## config.mk

```make
export PLATFORM = sky130hd
export DESIGN_NAME = conv_bank_scheduler_flat
export DESIGN_NICKNAME = d
export VERILOG_FILES = /design/src/rtl/conv_bank_scheduler_if.sv /design/src/rtl/conv_bank_scheduler.sv /design/src/flat_wrapper.sv
export SDC_FILE = /design/constraint.sdc
export NUM_CORES = 1
export LEC_CHECK = 0
export CAP_MARGIN = 10
export CORE_AREA = 5 5 558 560
export DETAILED_ROUTE_END_ITERATION = 12
export DIE_AREA = 0 0 563 565
export DONT_BUFFER_PORTS = 1
export HOLD_SLACK_MARGIN = 0.02
export PLACE_DENSITY = 0.3
export SYNTH_ARGS = -nofsm -noshare
export SYNTH_HDL_FRONTEND = slang
export SYNTH_SLANG_ARGS = --single-unit
```

## constraint.sdc

```tcl
create_clock -name clk_i -period 12.5 [get_ports clk_i]
set_clock_uncertainty 0.05 [all_clocks]
set_input_delay 2.5 -clock clk_i [delete_from_list [all_inputs] [get_ports clk_i]]
set_output_delay 2.5 -clock clk_i [all_outputs]
set_load 0.01 [all_outputs]
```

## src/rtl/conv_bank_scheduler_if.sv

```systemverilog
// Handshake bundle between conv_bank_scheduler and its upstream source, kernel bank and downstream sink.
interface conv_bank_scheduler_if #(
  parameter int unsigned NUM_KERNELS   = 4,
  parameter int unsigned WORD_SIZE     = 16,
  parameter int unsigned KERNEL_HEIGHT = 16
);
  localparam int unsigned ID_W = (NUM_KERNELS > 1) ? $clog2(NUM_KERNELS) : 1;

  logic                                                  start_i;
  logic                                                  busy_o;
  logic                                                  done_o;
  logic                                                  valid_i;
  logic                                                  ready_o;
  logic [WORD_SIZE-1:0]                                  data_i;
  logic [NUM_KERNELS-1:0]                                k_start_o;
  logic [NUM_KERNELS-1:0]                                k_valid_o;
  logic [NUM_KERNELS-1:0]                                k_ready_i;
  logic [WORD_SIZE-1:0]                                  k_data_o;
  logic [NUM_KERNELS-1:0]                                k_valid_i;
  logic [NUM_KERNELS-1:0]                                k_ready_o;
  logic [NUM_KERNELS-1:0][KERNEL_HEIGHT:0][WORD_SIZE-1:0] k_data_i;
  logic                                                  valid_o;
  logic                                                  ready_i;
  logic [KERNEL_HEIGHT:0][WORD_SIZE-1:0]                 data_o;
  logic [ID_W-1:0]                                       kernel_id_o;

  modport slave (
    input  start_i, valid_i, data_i, k_ready_i, k_valid_i, k_data_i, ready_i,
    output busy_o, done_o, ready_o, k_start_o, k_valid_o, k_data_o, k_ready_o,
           valid_o, data_o, kernel_id_o
  );

  modport master (
    output start_i, valid_i, data_i, k_ready_i, k_valid_i, k_data_i, ready_i,
    input  busy_o, done_o, ready_o, k_start_o, k_valid_o, k_data_o, k_ready_o,
           valid_o, data_o, kernel_id_o
  );
endinterface

```

## src/rtl/conv_bank_scheduler.sv

```systemverilog
// Broadcasts each input word to every kernel of a conv bank and round-robin merges
// the kernel output beats onto one registered downstream port, pulsing done_o per frame.
module conv_bank_scheduler #(
  parameter int unsigned NUM_KERNELS        = 4,
  parameter int unsigned WORD_SIZE          = 16,
  parameter int unsigned KERNEL_HEIGHT      = 16,
  parameter int unsigned INPUT_WORDS        = 64,
  parameter int unsigned OUTPUTS_PER_KERNEL = 4
) (
  input logic                  clk_i,
  input logic                  reset_i,
  conv_bank_scheduler_if.slave bus
);
  localparam int unsigned ID_W = (NUM_KERNELS > 1) ? $clog2(NUM_KERNELS) : 1;
  localparam int unsigned IN_W = $clog2(INPUT_WORDS + 1);
  localparam int unsigned OC_W = $clog2(OUTPUTS_PER_KERNEL + 1);

  typedef enum logic [1:0] {IDLE, RUN, DRAIN} state_e;
  typedef logic [KERNEL_HEIGHT:0][WORD_SIZE-1:0] beat_t;

  state_e                             state_q, state_d;
  logic                               busy_q, busy_d;
  logic                               done_q, done_d;
  logic [NUM_KERNELS-1:0]             k_start_q, k_start_d;
  logic [NUM_KERNELS-1:0]             taken_q, taken_d;
  logic [IN_W-1:0]                    in_cnt_q, in_cnt_d;
  logic [NUM_KERNELS-1:0][OC_W-1:0]   out_cnt_q, out_cnt_d;
  logic [ID_W-1:0]                    ptr_q, ptr_d;
  logic                               valid_q, valid_d;
  beat_t                              data_q, data_d;
  logic [ID_W-1:0]                    id_q, id_d;

  logic                               run, in_done, ready, load, all_out_done;
  logic [NUM_KERNELS-1:0]             k_valid, k_ready, req;
  logic                               gnt_found;
  logic [ID_W-1:0]                    gnt_idx, cand;
  int unsigned                        idx;

  always_comb begin
    state_d   = state_q;
    done_d    = 1'b0;
    k_start_d = '0;
    taken_d   = taken_q;
    in_cnt_d  = in_cnt_q;
    out_cnt_d = out_cnt_q;
    ptr_d     = ptr_q;
    valid_d   = valid_q;
    data_d    = data_q;
    id_d      = id_q;
    idx       = 0;
    cand      = '0;

    run     = (state_q == RUN);
    in_done = (in_cnt_q == IN_W'(INPUT_WORDS));
    ready   = run && !in_done && (&(taken_q | bus.k_ready_i));
    // Already-served kernels drop valid so a stalled word never reaches them twice.
    k_valid = (run && !in_done && bus.valid_i) ? ~taken_q : '0;
    load    = !valid_q || bus.ready_i;

    all_out_done = 1'b1;
    for (int unsigned i = 0; i < NUM_KERNELS; i++) begin
      req[i] = bus.k_valid_i[i] && (state_q != IDLE) &&
               (out_cnt_q[i] != OC_W'(OUTPUTS_PER_KERNEL));
      if (out_cnt_q[i] != OC_W'(OUTPUTS_PER_KERNEL)) all_out_done = 1'b0;
    end

    gnt_found = 1'b0;
    gnt_idx   = '0;
    for (int unsigned off = 1; off <= NUM_KERNELS; off++) begin
      idx  = (32'(ptr_q) + off) % NUM_KERNELS;
      cand = ID_W'(idx);
      if (!gnt_found && req[cand]) begin
        gnt_found = 1'b1;
        gnt_idx   = cand;
      end
    end
    k_ready = (load && gnt_found) ? (NUM_KERNELS'(1) << gnt_idx) : '0;

    unique case (state_q)
      IDLE: begin
        if (bus.start_i) begin
          state_d   = RUN;
          k_start_d = '1;
          in_cnt_d  = '0;
          out_cnt_d = '0;
          taken_d   = '0;
        end
      end
      RUN: begin
        if (bus.valid_i && ready) begin
          taken_d  = '0;
          in_cnt_d = in_cnt_q + IN_W'(1);
          if (in_cnt_q == IN_W'(INPUT_WORDS - 1)) state_d = DRAIN;
        end else begin
          taken_d = taken_q | (k_valid & bus.k_ready_i);
        end
      end
      DRAIN: begin
        if (all_out_done && !valid_q) begin
          state_d = IDLE;
          done_d  = 1'b1;
        end
      end
      default: state_d = IDLE;
    endcase
    busy_d = (state_d != IDLE);

    if (load) begin
      if (gnt_found) begin
        valid_d            = 1'b1;
        data_d             = bus.k_data_i[gnt_idx];
        id_d               = gnt_idx;
        ptr_d              = gnt_idx;
        out_cnt_d[gnt_idx] = out_cnt_q[gnt_idx] + OC_W'(1);
      end else begin
        valid_d = 1'b0;
      end
    end
  end

  always_ff @(posedge clk_i or posedge reset_i) begin
    if (reset_i) begin
      state_q   <= IDLE;
      busy_q    <= 1'b0;
      done_q    <= 1'b0;
      k_start_q <= '0;
      taken_q   <= '0;
      in_cnt_q  <= '0;
      out_cnt_q <= '0;
      ptr_q     <= ID_W'(NUM_KERNELS - 1);
      valid_q   <= 1'b0;
      data_q    <= '0;
      id_q      <= '0;
    end else begin
      state_q   <= state_d;
      busy_q    <= busy_d;
      done_q    <= done_d;
      k_start_q <= k_start_d;
      taken_q   <= taken_d;
      in_cnt_q  <= in_cnt_d;
      out_cnt_q <= out_cnt_d;
      ptr_q     <= ptr_d;
      valid_q   <= valid_d;
      data_q    <= data_d;
      id_q      <= id_d;
    end
  end

  assign bus.busy_o      = busy_q;
  assign bus.done_o      = done_q;
  assign bus.k_start_o   = k_start_q;
  assign bus.ready_o     = ready;
  assign bus.k_valid_o   = k_valid;
  assign bus.k_data_o    = bus.data_i;
  assign bus.k_ready_o   = k_ready;
  assign bus.valid_o     = valid_q;
  assign bus.data_o      = data_q;
  assign bus.kernel_id_o = id_q;
endmodule

```

## src/flat_wrapper.sv

```systemverilog
// flat-port wrapper written by rule: the top's interface ports become plain ports
module conv_bank_scheduler_flat 
#(
  parameter int unsigned NUM_KERNELS        = 4,
  parameter int unsigned WORD_SIZE          = 16,
  parameter int unsigned KERNEL_HEIGHT      = 16,
  parameter int unsigned INPUT_WORDS        = 64,
  parameter int unsigned OUTPUTS_PER_KERNEL = 4
)
  (clk_i, reset_i, bus_start_i, bus_valid_i, bus_data_i, bus_k_ready_i, bus_k_valid_i, bus_k_data_i, bus_ready_i, bus_busy_o, bus_done_o, bus_ready_o, bus_k_start_o, bus_k_valid_o, bus_k_data_o, bus_k_ready_o, bus_valid_o, bus_data_o, bus_kernel_id_o);
  conv_bank_scheduler_if #(.NUM_KERNELS(NUM_KERNELS), .WORD_SIZE(WORD_SIZE), .KERNEL_HEIGHT(KERNEL_HEIGHT)) bus_i ();
  input logic clk_i;
  input logic reset_i;
  input wire logic [$bits(bus_i.start_i)-1:0] bus_start_i;
  input wire logic [$bits(bus_i.valid_i)-1:0] bus_valid_i;
  input wire logic [$bits(bus_i.data_i)-1:0] bus_data_i;
  input wire logic [$bits(bus_i.k_ready_i)-1:0] bus_k_ready_i;
  input wire logic [$bits(bus_i.k_valid_i)-1:0] bus_k_valid_i;
  input wire logic [$bits(bus_i.k_data_i)-1:0] bus_k_data_i;
  input wire logic [$bits(bus_i.ready_i)-1:0] bus_ready_i;
  output wire logic [$bits(bus_i.busy_o)-1:0] bus_busy_o;
  output wire logic [$bits(bus_i.done_o)-1:0] bus_done_o;
  output wire logic [$bits(bus_i.ready_o)-1:0] bus_ready_o;
  output wire logic [$bits(bus_i.k_start_o)-1:0] bus_k_start_o;
  output wire logic [$bits(bus_i.k_valid_o)-1:0] bus_k_valid_o;
  output wire logic [$bits(bus_i.k_data_o)-1:0] bus_k_data_o;
  output wire logic [$bits(bus_i.k_ready_o)-1:0] bus_k_ready_o;
  output wire logic [$bits(bus_i.valid_o)-1:0] bus_valid_o;
  output wire logic [$bits(bus_i.data_o)-1:0] bus_data_o;
  output wire logic [$bits(bus_i.kernel_id_o)-1:0] bus_kernel_id_o;
  assign bus_i.start_i = bus_start_i;
  assign bus_i.valid_i = bus_valid_i;
  assign bus_i.data_i = bus_data_i;
  assign bus_i.k_ready_i = bus_k_ready_i;
  assign bus_i.k_valid_i = bus_k_valid_i;
  assign bus_i.k_data_i = bus_k_data_i;
  assign bus_i.ready_i = bus_ready_i;
  assign bus_busy_o = bus_i.busy_o;
  assign bus_done_o = bus_i.done_o;
  assign bus_ready_o = bus_i.ready_o;
  assign bus_k_start_o = bus_i.k_start_o;
  assign bus_k_valid_o = bus_i.k_valid_o;
  assign bus_k_data_o = bus_i.k_data_o;
  assign bus_k_ready_o = bus_i.k_ready_o;
  assign bus_valid_o = bus_i.valid_o;
  assign bus_data_o = bus_i.data_o;
  assign bus_kernel_id_o = bus_i.kernel_id_o;
  conv_bank_scheduler #(.NUM_KERNELS(NUM_KERNELS), .WORD_SIZE(WORD_SIZE), .KERNEL_HEIGHT(KERNEL_HEIGHT), .INPUT_WORDS(INPUT_WORDS), .OUTPUTS_PER_KERNEL(OUTPUTS_PER_KERNEL)) u_core (.clk_i(clk_i), .reset_i(reset_i), .bus(bus_i));
endmodule
```

# --- Word level (Yosys, flattened, before mapping) ---
# Index checks and enable logic that the tools add are counted.
# W data, S select, Z words.
op_classes:
  n_mux: 49
  n_bitwise: 4
  n_addsub: 6
  reduce_logical: 32
  n_shift: 1
  n_lt_le_gt_ge: 6
  n_eq_ne: 10
ops:
  columns: ["cell", "count"]
  rows:
  - ["$bmux W272 S2", 1]
  - ["$mux W272", 1]
  - ["$mux W12", 4]
  - ["$mux W4", 6]
  - ["$logic_and A1 B1 Y1", 18]
  - ["$mux W2", 8]
  - ["$lt A2 B3 Y1 const B", 5]
  - ["$mux W1", 15]
  - ["$mux W7", 2]
  - ["$pmux W7 S2", 1]
  - ["$bwmux W12", 1]
  - ["$ne A3 B3 Y1 const B", 4]
  - ["$bmux W1 S2", 4]
  - ["$or A4 B4 Y4", 2]
  - ["$pmux W4 S2", 1]
  - ["$add A7 B1 Y7 const B", 1]
  - ["$eq A7 B6 Y1 const B", 1]
  - ["$eq A7 B7 Y1 const B", 1]
  - ["$bmux W3 S2", 1]
  - ["$demux W3 S2", 1]
  - ["$mux W3", 2]
  - ["$pmux W2 S3", 1]
  - ["$reduce_bool A2 Y1", 3]
  - ["$logic_not A1 Y1", 5]
  - ["other kinds (15)", 19]
word_totals:
  register_bits: 308
  inputBits: 1117
  elab_cells: 138

# --- Logic depth before layout (Yosys ltp) ---
logic_depth:
  depth_word: 22
  ltp_mapped: 14

# --- Worst setup path after synthesis ---
# OpenSTA, ideal clock, no wires.
synth_path:
  path_type: "in2out"
  from: "in bus_k_valid_i[0]"
  to: "out bus_k_ready_o[3]"
  path_slack_ns: 6.126
  t_arrival_ns: 3.824
  stages: 9
  cell_sequence: "o21ai_0 > o22ai_2 > a21oi_1 > o21a_1 > buf_2 > buf_2 > buf_2 > nand2_1 > inv_1"
synth_between:
  elab_chain_cells: 16
  elab_cells_between_ends: 27
  cone_classes: "shift (1); mux (17); reduce/logical (9)"
synth_lines:
  columns: ["element", "line_no", "source"]
  rows:
  - ["start, declared", "flat_wrapper.sv:18", "input wire logic [$bits(bus_i.k_valid_i)-1:0] bus_k_valid_i;"]
  - ["$logic_and A1 B1 Y1 (*) (2 in a row)", "conv_bank_scheduler.sv:62", "req[i] = bus.k_valid_i[i] && (state_q != IDLE) &&"]
  - ["$bmux W1 S2", "conv_bank_scheduler.sv:72", "if (!gnt_found && req[cand]) begin"]
  - ["$mux W1 (implied by the code)", "conv_bank_scheduler.sv:72", null]
  - ["$mux W1", "conv_bank_scheduler.sv:72", null]
  - ["$logic_not A1 Y1", "conv_bank_scheduler.sv:72", null]
  - ["$logic_and A1 B1 Y1", "conv_bank_scheduler.sv:72", null]
  - ["$mux W1", "conv_bank_scheduler.sv:72", null]
  - ["$logic_not A1 Y1", "conv_bank_scheduler.sv:72", null]
  - ["$logic_and A1 B1 Y1", "conv_bank_scheduler.sv:72", null]
  - ["$mux W1", "conv_bank_scheduler.sv:72", null]
  - ["$logic_not A1 Y1", "conv_bank_scheduler.sv:72", null]
  - ["$logic_and A1 B1 Y1", "conv_bank_scheduler.sv:72", null]
  - ["$mux W2 / $mux W1 (equally long branches)", "conv_bank_scheduler.sv:72", null]
  - ["$shl A1 B2 Y4 / $logic_and A1 B1 Y1 (equally long branches)", "conv_bank_scheduler.sv:77", "k_ready = (load && gnt_found) ? (NUM_KERNELS'(1) << gnt_idx) : '0;"]
  - ["$mux W4 (*)", "conv_bank_scheduler.sv:77", null]
  - ["end, declared", "flat_wrapper.sv:27", "output wire logic [$bits(bus_i.k_ready_o)-1:0] bus_k_ready_o;"]
# Mark *: on every way between the ends. The rest lies on a longest branch, timed or not. The select of a mux whose other input is x is not followed.

# --- Worst setup path in the final report ---
layout_path:
  from: "in bus_k_valid_i[3]"
  to: "out bus_k_ready_o[2]"
# The elaborated chain is that of the path after synthesis.

==> out/results.ini <==
[worst_setup_path]
max_stage_delay_ps=560
crit_required_ps=9950
worstSetupStartpoint=bus_k_valid_i[3]
end_kind=primary output
rr_endpoint=u_core.bus.data_o[82]$_DFFE_PP0P_
cp_max_fo=34
crit_chain=o21ai_2 -> nor2_2 -> a21oi_1 -> o221a_4 -> nand2_1 -> inv_1
r2r_cells=9
path_class=in -> out
critical_path_buf_inv_count=1
cp_slowest_cell=o221a_4
crit_cells=6
rr_startpoint=u_core.out_cnt_q[9]$_DFF_PP0_
crit_family=compound AO/OA/AOI/OAI gates
arrival_ps=4040
r2r_slack_ps=7990
cp-start-kind=input pin

[worst_hold_path]
hold_class=reg -> reg
worst_hold_startpoint=u_core.out_cnt_q[11]$_DFF_PP0_
hold_path_end=u_core.out_cnt_q[11]$_DFF_PP0_
hold-path-cell-count=2

[yosys]
yosys-top-cells-area=dfrtp_1, mux2i_1, a221oi_1
yosysUniqueCellTypes=58
async_flop_share=1.00
yosysTopAreaCellShare=0.416
ys_ff_latch=305
dominantRegCellSynth=dfrtp_1
yosysWarnings=0
synth_edf_count=0
synthesis.nets=3073
synth_top_cells_by_count=dfrtp_1, nand2_1, nor2_1, o21ai_0, mux2i_1
synth.most_common_cell=dfrtp_1
ys_seq_area_frac=0.419
synthesis.area_sq_mm=0.0182
synth_cells=1953
yosys.area.top_type=dfrtp_1
postSynthAreaPerCell_sq_um=9.32

[flow_run]
maxCapViolations=0

[detailed_routing]
first_iter_violations=2148
antenna_left=1
wirelength_mm=233
routedWlPerCell_microns=38.6
drc=0
firstDrtPassIters=6
vias=18700
via_per_inst=3.10

[clocking]
root_buffer=clkbuf_16
clkLatencyLatePin_ps=680
cts_buffers=48
clock-sinks=305
post_cts_buffers=0
clock_path_buffers=3
ctsHoldBuffers=0
postCtsResizedCells=0
cts-htree-levels=2
cts_tree=built
clk_pin_slew_worst_paths_ps=60

[timing]
rsz0062_at_grt=no
setup_tns_ps=0
min_period_ps=6590
setup_violations=0
fmax_mhz=152
max-slew-margin-rel=0.105
period_share=0.527
worst_pin_slew_ps=1340
drv_slew=0
final_hold_viol_count=0
hold_ws_ps=476

[power]
ir_drop_mv=0.131
p_per_area_mw_per_mm2=265
power_leakage_nw=8.50

[global_routing]
grt_pass1_wl_mm=271
antenna_found_initial=342
overflow=0
track_usage=0.139
grt_start_max_net_pins=171
grt_pass1_vias=17100

[layout]
layout-drive-gt1-share=0.110
final_nets=2960
final_cell_area_sq_mm=0.0245
n_fill_cell=35900
area_growth_pct=34.4

[placement]
dp_hpwl_mm=206
numPortBuffers=0
gp_congestion=0.898
placed_area_sq_mm=0.0227

[floorplanning]
num_io_pins=1423
core_area_sq_mm=0.305
rows=203
start_util=0.0596
dieArea_sq_mm=0.318
die_h_microns=565
die_w_microns=563

[status]
run_status=finished, violations left
violations=antenna violations

worst reg2reg max path: cells and delay by family, from the launching register on:
kind            cells  cell delay (ps)
compound gates      4             1380
flops               1              420
buf+inv             3             1870
simple gates        2              710
where the power goes:
group | total (W) | switching, W | leakage (nW) | internal, W
clock network | 0.00150 | 0.000615 | 0.782 | 0.000885
logic | 0.00275 | 0.00179 | 3.94 | 0.000964
registers | 0.00224 | 0.000794 | 3.77 | 0.00144
total | 0.00649 | 0.00320 | 8.50 | 0.00329
cell type report:
type / instances / area, sq um / share of cell area
inverter: 13 / 56.3 / 0.00230
antenna: 64 / 160 / 0.00655
sequential: 305 / 7630 / 0.312
multi-input combinational: 1430 / 9480 / 0.387
tap: 4100 / 5130 / 0.210
timing repair buffer: 42 / 390 / 0.0160
clock buffer: 66 / 1340 / 0.0548
clock inverter: 17 / 275 / 0.0113
logic make-up (layout without fill, tap and decap cells):
| family | count (synthesis) | count (layout) | share of synthesized area |
|---|---|---|---|
| xor+xnor | 4 | 4 | 0.00192 |
| fa+ha+maj | 3 | 3 | 0.00206 |
| flops | 305 | 305 | 0.419 |
| buf+inv | 218 | 138 | 0.0632 |
| compound gates | 597 | 597 | 0.233 |
| simple gates | 549 | 549 | 0.121 |
| mux | 277 | 277 | 0.159 |
| other cells | 0 | 64 | 0 |
cells in the final DEF, fill, tap and decap left out, types with 7 or more instances in the layout:
cell type,netlist,final
diode_2,0,64
mux2_2,68,68
dfrtp_1,303,303
nand2_1,288,288
o21ai_1,92,92
clkbuf_1,58,12
o21ai_0,197,197
inv_1,13,12
mux2i_1,189,189
bufinv_16,0,7
nand3_1,18,18
nor2_1,209,209
mux2_1,19,19
clkbuf_16,0,49
a222oi_1,86,86
a221oi_1,187,187
buf_4,55,36
flip-flops by register name, indices dropped and copies added (netlist names):
| name | flops |
|---|---|
| u_core.bus.k_start_o | 1 |
| u_core.out_cnt_q | 12 |
| u_core.bus.valid_o | 1 |
| u_core.state_q | 2 |
| u_core.bus.data_o | 272 |
| u_core.bus.done_o | 1 |
| u_core.bus.kernel_id_o | 2 |
| u_core.bus.busy_o | 1 |
| u_core.in_cnt_q | 7 |
| u_core.ptr_q | 2 |
| u_core.taken_q | 4 |
stage by stage:
step / instances / utilization / power [W] / worst slack, ps
after floorplan: 1953 / - / 0.00381 / 1520
after global placement: 5889 / 0.0743 / 0.00501 / 5880
after detailed placement: 5890 / 0.0743 / 0.00505 / 5890
after CTS: 5973 / 0.0796 / 0.00662 / 5890
after global routing: 5996 / 0.0798 / 0.00686 / 5790
final: 6037 / 0.0801 / 0.00649 / 5910
layer usage:
metal,vias up,part of all wire,track usage,wire length (microns)
li1,7174,-,-,-
met1,8885,0.36,0.148,83500
met2,1730,0.42,0.208,98000
met3,697,0.17,0.109,40600
met4,248,0.040,0.0436,9340
met5,-,0.0072,0,1690
worst max-delay path by stage:
stage                                        endpoint  slack (ps)
after detailed placement             bus_k_ready_o[2]        5890
after global routing                 bus_k_ready_o[2]        5790
after global placement               bus_k_ready_o[2]        5880
final                                bus_k_ready_o[2]        5910
after floorplan           u_core.bus.busy_o$_DFF_PP0_        1520
after CTS                            bus_k_ready_o[2]        5890
Note: power is estimated with default switching activity, not from simulation.
